==> src/rtl/demux1_2.sv <==
// Registered 1-to-2 data router: one valid/ready input stream is steered by S1 into one of two
// independent 2-entry FIFOs, each draining to its own consumer. Per-port pop counters for debug.
module demux1_2 #(
   parameter int unsigned WIDTH = 16,
   parameter int unsigned CW    = 8
) (
   input  logic             CLK,
   input  logic             RST_N,
   input  logic [WIDTH-1:0] D,
   input  logic             S1,
   input  logic             IV,
   output logic             IR,
   output logic [WIDTH-1:0] O1,
   output logic [WIDTH-1:0] O2,
   output logic             V1,
   output logic             V2,
   input  logic             R1,
   input  logic             R2,
   output logic [CW-1:0]    CNT1,
   output logic [CW-1:0]    CNT2
);

   // Index 0 is output port 1, index 1 is output port 2.
   logic [1:0][1:0]       fill_q, fill_d;
   logic [1:0][WIDTH-1:0] head_q, head_d;
   logic [1:0][WIDTH-1:0] tail_q, tail_d;
   logic [1:0][CW-1:0]    cnt_q, cnt_d;
   logic [1:0]            full, valid, push, pop;

   // Handshake decode; IR looks only at registered fill so no R->IR path exists.
   always_comb begin
      for (int k = 0; k < 2; k++) begin
         full[k]  = (fill_q[k] == 2'd2);
         valid[k] = (fill_q[k] != 2'd0);
      end
      IR      = RST_N && (S1 ? !full[1] : !full[0]);
      push[0] = IV && IR && !S1;
      push[1] = IV && IR && S1;
      pop[0]  = valid[0] && R1;
      pop[1]  = valid[1] && R2;
   end

   // Per-port FIFO next state: head/tail pair with a 0..2 fill level.
   always_comb begin
      fill_d = fill_q;
      head_d = head_q;
      tail_d = tail_q;
      cnt_d  = cnt_q;
      for (int k = 0; k < 2; k++) begin
         unique case (fill_q[k])
            2'd0: begin
               if (push[k]) begin
                  head_d[k] = D;
                  fill_d[k] = 2'd1;
               end
            end
            2'd1: begin
               if (push[k] && pop[k]) begin
                  // Old head leaves, new word becomes head; level unchanged.
                  head_d[k] = D;
               end else if (push[k]) begin
                  tail_d[k] = D;
                  fill_d[k] = 2'd2;
               end else if (pop[k]) begin
                  fill_d[k] = 2'd0;
               end
            end
            default: begin
               // Full: push is blocked by IR, only a pop can happen.
               if (pop[k]) begin
                  head_d[k] = tail_q[k];
                  fill_d[k] = 2'd1;
               end
            end
         endcase
         cnt_d[k] = cnt_q[k] + CW'(pop[k]);
      end
   end

   // State registers; async reset drops all buffered words at once.
   always_ff @(posedge CLK or negedge RST_N) begin
      if (!RST_N) begin
         fill_q <= '0;
         head_q <= '0;
         tail_q <= '0;
         cnt_q  <= '0;
      end else begin
         fill_q <= fill_d;
         head_q <= head_d;
         tail_q <= tail_d;
         cnt_q  <= cnt_d;
      end
   end

   // Outputs come from state only; data is zeroed while a port is empty.
   always_comb begin
      V1   = valid[0];
      V2   = valid[1];
      O1   = valid[0] ? head_q[0] : '0;
      O2   = valid[1] ? head_q[1] : '0;
      CNT1 = cnt_q[0];
      CNT2 = cnt_q[1];
   end

endmodule

==> config.mk <==
export PLATFORM = sky130hd
export DESIGN_NAME = demux1_2
export DESIGN_NICKNAME = d
export VERILOG_FILES = /design/src/rtl/demux1_2.sv
export SDC_FILE = /design/constraint.sdc
export NUM_CORES = 1
export LEC_CHECK = 0
export BUFFER_PORTS_ARGS = -buffer_cell sky130_fd_sc_hd__buf_4
export CAP_MARGIN = 20
export CELL_PAD_IN_SITES_DETAIL_PLACEMENT = 0
export CELL_PAD_IN_SITES_GLOBAL_PLACEMENT = 1
export CORE_MARGIN = 10
export CORE_UTILIZATION = 48
export DETAILED_ROUTE_END_ITERATION = 10
export HOLD_SLACK_MARGIN = 0.08
export PLACE_DENSITY = 0.94
export SLEW_MARGIN = 20
export SYNTH_ARGS = -nofsm -noshare
export SYNTH_HDL_FRONTEND = slang
export SYNTH_SLANG_ARGS = --single-unit
==> constraint.sdc <==
create_clock -name CLK -period 4.6 [get_ports CLK]
set_input_delay 1.15 -clock CLK [delete_from_list [all_inputs] [get_ports CLK]]
set_output_delay 1.15 -clock CLK [all_outputs]
set_load 0.03 [all_outputs]
==> results of run 1 <==
==> layer usage <==
metal	vias to the layer above	wire [µm]
met1	1252	3758
met5	-	0
met3	12	507
met4	0	164
li1	1207	-
met2	57	3937
==> per-stage QoR <==
step,instance area [µm²],total power [mW],worst slack [ps],cells
after global placement,4496,1.516,1320,467
after floorplan,3887,1.332,1895,304
after CTS,4730,2.157,1249,483
final,4730,2.136,1293,483
after detailed placement,4498,1.544,1453,467
after global routing,4730,2.250,1125,483
==> power groups by stage <==
stage	combinational (mW)	clock (mW)	sequential [mW]
floorplan	0.270	0	1.06
global placement	0.503	0	1.01
detailed placement	0.522	0	1.02
CTS	0.523	0.625	1.01
global route	0.560	0.659	1.03
finish	0.513	0.615	1.01
==> cell usage after synthesis (all sizes together) (2+ instances only) <==
cell type and number:
dfrtp 84, mux2 64, o21ai 33, nor2b 32
mux2i 16, nand3 10, clkbuf 8, buf 7
nor2 7, xnor2 7, inv 6, xor2 5
ha 4, nand2 3, a21oi 2, and3 2
o311a 2
==> cells by family (layout without fill, tap and decap cells) <==
group / Yosys count / after routing / synth area share
AOI/OAI and AO/OA: 42 / 42 / 0.06276
xor gates and xnor gates: 12 / 12 / 0.02704
adders and majority gates: 4 / 4 / 0.01287
buffers and inverters: 21 / 98 / 0.02896
DFF: 84 / 84 / 0.5407
muxes: 80 / 80 / 0.2343
and+or+nand+nor: 61 / 61 / 0.09334
==> state kept, by name, indices dropped and copies added (netlist names) <==
register	cells
head_q	32
CNT2	8
fill_q	4
CNT1	8
tail_q	32
==> how the worst min path moves through the flow <==
stage / endpoint / slack [ps] / cells after the start
detailed placement: CNT2[7] / 470 / 1
CTS: CNT2[7] / 480 / 1
finish: CNT2[7] / 480 / 1
floorplan: head_q[16] / 470 / 2
global placement: CNT2[7] / 460 / 1
global route: CNT2[7] / 490 / 1
==> layout make-up <==
| class | instances | area, µm² |
|---|---|---|
| clock inverters | 5 | 100.1 |
| repair buffers | 76 | 570.5 |
| clock buffers | 11 | 131.4 |
| fillers | 640 | 3078 |
| inverters | 6 | 22.52 |
| multi-input cells | 199 | 1675 |
| flip-flops and latches | 84 | 2102 |
| well taps | 102 | 127.6 |
==> worst max-delay path: cells and delay by family (launching register included) <==
kind / cells / cell delay, ps
AND/OR/NAND/NOR: 2 / 830
buffers and inverters: 1 / 200
flip-flops: 1 / 760
==> impl_metrics.toml, run 1 <==
[run_status]
status = "finished, final reports clean"

[pwr]
sw_frac_of_total = 0.2949
powerDensity_nw_per_um2 = 451.7
p_sw_uw = 630.1
p_leak_nw = 2.255
power_frac_comb = 0.240
p_seq_frac = 0.472
ir_worst_vdd_mv = 0.2630
clkPwrFrac = 0.288
internal_power_mw = 1.506

[job]
drv_cap = 0

[die]
die_area_um2 = 12100
initial_core_util = 0.4979
num_rows = 32
ios = 73
core_area_um2 = 7807
die_x_um = 110.0
die_height_um = 110.0

[route]
vias = 2528
wirelength_um = 8367
drcViolationCount = 0
wire_per_inst_um = 17.32
first_pass_iters = 4
drtIter0Drc = 83
ant_nets = 0
viasPerCell = 5.234

[clock_tree]
ctsHtreeMaxLevel = 3
cts_buffer_depth = 2
clk_pin_slew_ps = 80
holdBufCountCts = 0
cts_sinks = 84
postCtsSetupBuffers = 0
numCtsBuffers = 9
cts_tree = "built"
clockRootBuffer = "clkbuf_8"
clock_insertion_delay_worst_skew_ps = 360
post_cts_resized = 0

[worst_setup_path]
crit_arrival_ps = 2160
cp-endpoint = "O2[15]"
reg2reg_setup_slack_ps = 2060
reg2regPathDepth = 4
crit_start = "fill_q[3]"
cp_max_fo = 23
slowest_stage = "dfrtp_1"
r2r-start = "fill_q[1]"
cpPeakStageDelay_ps = 760
start_kind = "flop"
r2r-end = "head_q[5]"
worstSetupPathType = "reg2out"
critPathRequiredTime_ps = 3450
cp-end-kind = "output port"
crit_chain = "nor2_2 -> nor2b_1 -> buf_4"

[timing]
worstMarginPinSlew_ps = 1007
hold_slack_ps = 480.3
finalSetupViolCount = 0
hold_viol = 0
min_period_over_period = 0.7189
slew_viol_final = 0
tns_ps = 0
max_freq_mhz = 302.4
rsz0062_at_grt = "false"
max-slew-margin-rel = 0.3288
finClkSkew_ps = 7.778
fin_crit_ps = 3307

[final_layout]
final_cell_mix = "dfrtp_1 (84), buf_4 (76), mux2_2 (56)"
area_growth_pct = 21.66
final_common_cell = "dfrtp_1"
drive_above_1_share = 0.4252
antenna_cells = 0
nNetsFinal = 402
finish.utilization = 0.6058

[synth]
async_reset_ff_frac = 1.000
ys_ff_latch = 84
synth_area_leaders = "dfrtp_1 (54%), mux2_2 (16%), nor2b_1 (5.1%), o21ai_0 (4.2%), mux2i_1 (4.1%)"
synthCells = 304
ys.flop_type = "dfrtp_1"
syn-num-nets = 330
netlist.area_leader.share = 0.5407
yosysSeqAreaShare = 0.5407
synth_top_area_cell = "dfrtp_1"
avgSynthCellArea_um2 = 12.79
yosysUniqueCellTypes = 37
synth_edf_count = 0
yosys_warnings = 0
syn_area_um2 = 3887

[placement]
io_buffers = 72
dp_hpwl_um = 6110
place_congestion = 0.7620

[min_path]
hold_path_class = "reg2reg"
min_from = "CNT2[7]"

[global_route]
grt_use_total = 0.1442
grt.met3_usage = 0.03889
use_met1 = 0.1749
grt_pass1_wl_um = 13590
busiest_layer = "met2"
grt_util_met2 = 0.2333
grt_max_degree = 39
antenna_found_initial = 0
grt-ovfl-total = 0
grt_pass1_vias = 2664
No activity file was read; power rests on OpenSTA's default activity.
==> inputs of run 2 (changes only) <==
--- a/config.mk
+++ b/config.mk
@@ -10,10 +10,10 @@
 export CELL_PAD_IN_SITES_DETAIL_PLACEMENT = 0
 export CELL_PAD_IN_SITES_GLOBAL_PLACEMENT = 1
 export CORE_MARGIN = 10
-export CORE_UTILIZATION = 48
+export CORE_UTILIZATION = 44
 export DETAILED_ROUTE_END_ITERATION = 10
 export HOLD_SLACK_MARGIN = 0.08
-export PLACE_DENSITY = 0.94
+export PLACE_DENSITY = 0.88
 export SLEW_MARGIN = 20
 export SYNTH_ARGS = -nofsm -noshare
 export SYNTH_HDL_FRONTEND = slang
==> constraint.sdc (replaced) <==
create_clock -name CLK -period 3.4 [get_ports CLK]
set_input_delay 0.85 -clock CLK [delete_from_list [all_inputs] [get_ports CLK]]
set_output_delay 0.85 -clock CLK [all_outputs]
set_load 0.03 [all_outputs]
==> run 2 against run 1 <==
  * Global-route usage is 1.3 points lower
  * Critical endpoint is now IR
  * Power is 28% higher
  * Wire length is 0.57% higher
  * Combinational power is 34% higher
  * Clock power is 11% higher
  * Count of clock-buffer cells in the layout is 2 higher
==> impl_metrics.toml, run 2 (same netlist as run 1, synthesis figures left out) <==
[run_status]
status = "finished, final reports clean"

[timing]
max_freq_mhz = 339.7
tns_ps = 0
finalSetupViolCount = 0
fin_crit_ps = 2944
worstMarginPinSlew_ps = 864.9
max-slew-margin-rel = 0.4234
finClkSkew_ps = 8.321
rsz0062_at_grt = "false"
slew_viol_final = 0
hold_viol = 0
min_period_over_period = 0.8658

[placement]
dp_cells = 474
placed_area_um2 = 4511
place_congestion = 0.7649
io_buffers = 72
dp_hpwl_um = 6188

[route]
ant_nets = 0
wire_per_inst_um = 17.21
first_pass_iters = 4
drtIter0Drc = 96
drcViolationCount = 0
vias = 2498
wirelength_um = 8415
viasPerCell = 5.108

[global_route]
grt_use_total = 0.1310
grt_pass1_wl_um = 13860
grt-ovfl-total = 0
antenna_found_initial = 0
grt_pass1_vias = 2625
grt_max_degree = 67

[clock_tree]
cts_tree = "built"
clock_insertion_delay_worst_skew_ps = 340
clk_pin_slew_ps = 80
postCtsSetupBuffers = 0
cts_sinks = 84
post_cts_resized = 0
numCtsBuffers = 9
holdBufCountCts = 0
cts_buffer_depth = 2
ctsHtreeMaxLevel = 3
clockRootBuffer = "clkbuf_8"

[die]
die_height_um = 114.0
core_area_um2 = 8678
die_x_um = 114.0
num_rows = 34
initial_core_util = 0.4480
die_area_um2 = 12990
ios = 73

[worst_setup_path]
crit_chain = "inv_1 -> o311a_2 -> buf_4"
reg2regPathDepth = 4
crit_arrival_ps = 2090
slowest_stage = "dfrtp_1"
path_delay_family = "flip-flops"
critPathRequiredTime_ps = 2550
cp.depth = 3
cpPeakStageDelay_ps = 900
r2r-start = "fill_q[1]"
cp_num_buf_inv = 2
start_kind = "flop"
reg2reg_setup_slack_ps = 930
r2r-end = "head_q[2]"
cp-end-kind = "output port"
crit_start = "fill_q[1]"
cp-endpoint = "IR"
cp_max_fo = 22
worstSetupPathType = "reg2out"

[final_layout]
nNetsFinal = 403
stdcell_count = 489
fin_area_um2 = 4695
area_growth_pct = 20.76
fillers = 762
antenna_cells = 0
drive_above_1_share = 0.4199
multi_input_area_um2 = 1673
regArea_um2 = 2102
final_cell_mix = "dfrtp_1 (84), buf_4 (77), mux2_2 (56)"
final_common_cell = "dfrtp_1"
reg_top3 = "head_q (32), tail_q (32)"

[pwr]
ir_worst_vdd_mv = 0.4267
powerDensity_nw_per_um2 = 583.0
p_leak_nw = 2.236
power_mw = 2.737

[min_path]
hold_path_class = "in2async"

[job]
drv_cap = 0
## run 2: worst reg2reg max path, stage by stage, from the launching register on
cell	delay, ps
dfrtp_1	900
nor2_1	110
buf_4	240
o22ai_2	690
mux2_2	410
## run 2: worst min-delay path by stage
stage | to | slack [ps] | cells past startpoint
6_report | tail_q[11] | 380 | 1
5_1_grt | tail_q[11] | 380 | 1
4_1_cts | tail_q[11] | 370 | 1
3_5_place_dp | CNT1[7] | 470 | 1
3_3_place_gp | CNT1[7] | 460 | 1
2_1_floorplan | head_q[16] | 470 | 2
## run 2: power by group
group          internal (mW)  switching, mW
combinational          0.328          0.361
clock                  0.356          0.324
sequential              1.22          0.144
## run 2: metrics by stage
stage	setup WS [ps]	utilization	hold slack, ps
finish	456.1	0.5409	382.5
global route	317.0	0.5409	378.5
CTS	428.5	0.5409	373.8
detailed placement	678.7	0.5198	466.5
global placement	722.8	0.5198	462.0
floorplan	1243	-	465.7
## run 2: area by class of cell
| type | instances | share of cell area |
|---|---|---|
| Sequential cell | 84 | 0.4478 |
| Multi-Input combinational cell | 199 | 0.3563 |
| Timing Repair Buffer | 77 | 0.1231 |
| Clock buffer | 13 | 0.03172 |
| Tap cell | 108 | 0.02878 |
| Clock inverter | 2 | 0.007463 |
| Inverter | 6 | 0.004797 |
## run 2: layer usage
metal | GRT usage | wire length (µm) | vias to the layer above
met1 | 0.1577 | 3677 | 1232
met5 | 0 | 0 | -
li1 | - | - | 1201
met4 | 0.03509 | 64 | 0
met2 | 0.2065 | 3982 | 58
met3 | 0.06089 | 690 | 7
==> inputs of run 3 (changes only) <==
--- a/config.mk
+++ b/config.mk
@@ -5,6 +5,7 @@
 export SDC_FILE = /design/constraint.sdc
 export NUM_CORES = 1
 export LEC_CHECK = 0
+export ABC_AREA = 0
 export BUFFER_PORTS_ARGS = -buffer_cell sky130_fd_sc_hd__buf_4
 export CAP_MARGIN = 20
 export CELL_PAD_IN_SITES_DETAIL_PLACEMENT = 0
==> constraint.sdc (replaced) <==
create_clock -name CLK -period 3.4 [get_ports CLK]
set_input_delay 0.68 -clock CLK [delete_from_list [all_inputs] [get_ports CLK]]
set_output_delay 0.68 -clock CLK [all_outputs]
set_load 0.03 [all_outputs]
==> run 3 against run 2 <==
  * Final cell count rose by 0.20%
  * Die area stayed put
  * Via count is 0.92% higher
  * Critical endpoint unchanged
  * Largest cell class unchanged
==> impl_metrics.toml, run 3 (same netlist as run 1, synthesis figures left out) <==
[route]
ant_nets = 0
first_pass_iters = 4
wirelength_um = 8430
vias = 2521
drtIter0Drc = 109
wire_per_inst_um = 17.20
drcViolationCount = 0
viasPerCell = 5.145

[final_layout]
fillers = 779
final_cell_mix = "dfrtp_1 (84), buf_4 (77), mux2_2 (56)"
final_common_cell = "dfrtp_1"
area_growth_pct = 21.15
multi_input_area_um2 = 1673
reg_top3 = "head_q (32), tail_q (32)"
drive_above_1_share = 0.4267
antenna_cells = 0
regArea_um2 = 2102
nNetsFinal = 404

[min_path]
hold_path_class = "in2async"

[worst_setup_path]
start_kind = "flop"
crit_arrival_ps = 1770
critPathRequiredTime_ps = 2720
cp-end-kind = "output port"
cp_max_fo = 13
worstSetupPathType = "reg2out"

[timing]
tns_ps = 0
hold_viol = 0
max-slew-margin-rel = 0.4327
fin_crit_ps = 2446
max_freq_mhz = 408.8
rsz0062_at_grt = "false"
slew_viol_final = 0
layout_setup_ws_ps = 953.6
finalSetupViolCount = 0
min_period_over_period = 0.7195
worstMarginPinSlew_ps = 851.0
finClkSkew_ps = 7.467

[clock_tree]
clockRootBuffer = "clkbuf_8"
postCtsSetupBuffers = 0
post_cts_resized = 0
holdBufCountCts = 0
clock_insertion_delay_worst_skew_ps = 350
cts_sinks = 84
cts_buffer_depth = 2
numCtsBuffers = 9
clk_pin_slew_ps = 80
cts_tree = "built"
ctsHtreeMaxLevel = 3

[global_route]
antenna_found_initial = 0
grt_max_degree = 83
grt_use_total = 0.1316
grt_pass1_vias = 2725
grt-ovfl-total = 0
grt_pass1_wl_um = 13770

[placement]
io_buffers = 72
place_congestion = 0.7488
dp_hpwl_um = 6195
place_ws_ps = 1062

[run_status]
status = "finished, final reports clean"

[die]
die_area_um2 = 12990
die_x_um = 114.0
num_rows = 34
core_area_um2 = 8678
ios = 73
initial_core_util = 0.4480
die_height_um = 114.0

[pwr]
p_leak_nw = 2.248
ir_worst_vdd_mv = 0.3475
powerDensity_nw_per_um2 = 580.3
power_mw = 2.733

[job]
drv_cap = 0
==> run 3: path summary, 6_finish.rpt <==
check / startpoint / slack (ps) / depth (start not counted) / to
max in group asynchronous: RST_N / 2380 / 2 / CNT1[2]
min: RST_N / 120 / 1 / fill_q[0]
min reg2reg: CNT1[7] / 470 / 1 / CNT1[7]
max: fill_q[3] / 950 / 4 / IR
min in group CLK: CNT1[7] / 470 / 1 / CNT1[7]
max reg2reg: fill_q[1] / 1250 / 5 / head_q[7]
==> run 3: through the flow <==
step                area (µm²)  hold WS, ps  std cells  utilization
detailed placement        4518        458.5        475       0.5206
global route              4710        101.6        490       0.5427
CTS                       4706        97.19        490       0.5422
global placement          4518        464.0        475       0.5206
finish                    4710        120.6        490       0.5427
floorplan                 3887        384.4        304            -
==> run 3: layout make-up <==
| class | instances | area share |
|---|---|---|
| Timing Repair Buffer | 78 | 0.1251 |
| Tap cell | 108 | 0.02869 |
| Sequential cell | 84 | 0.4463 |
| Clock buffer | 14 | 0.03879 |
| Multi-Input combinational cell | 199 | 0.3552 |
| Clock inverter | 1 | 0.001063 |
| Inverter | 6 | 0.004782 |
==> run 3: layer usage <==
layer	share of wire	track usage	vias to the layer above
met3	0.075	0.05197	11
met5	0	0	-
met2	0.46	0.2046	53
li1	-	-	1211
met1	0.44	0.1577	1246
met4	0.016	0.05848	0
==> run 3: report_power, final <==
group	internal, mW	switching [mW]
logic	0.329	0.366
registers	1.22	0.138
clock network	0.341	0.335
total	1.89	0.839
==> run 3: critical path: stages (launching register included) <==
cell	delay (ps)
dfrtp_1	700
buf_4	320
nand3b_1	100
o311a_2	130
buf_4	180
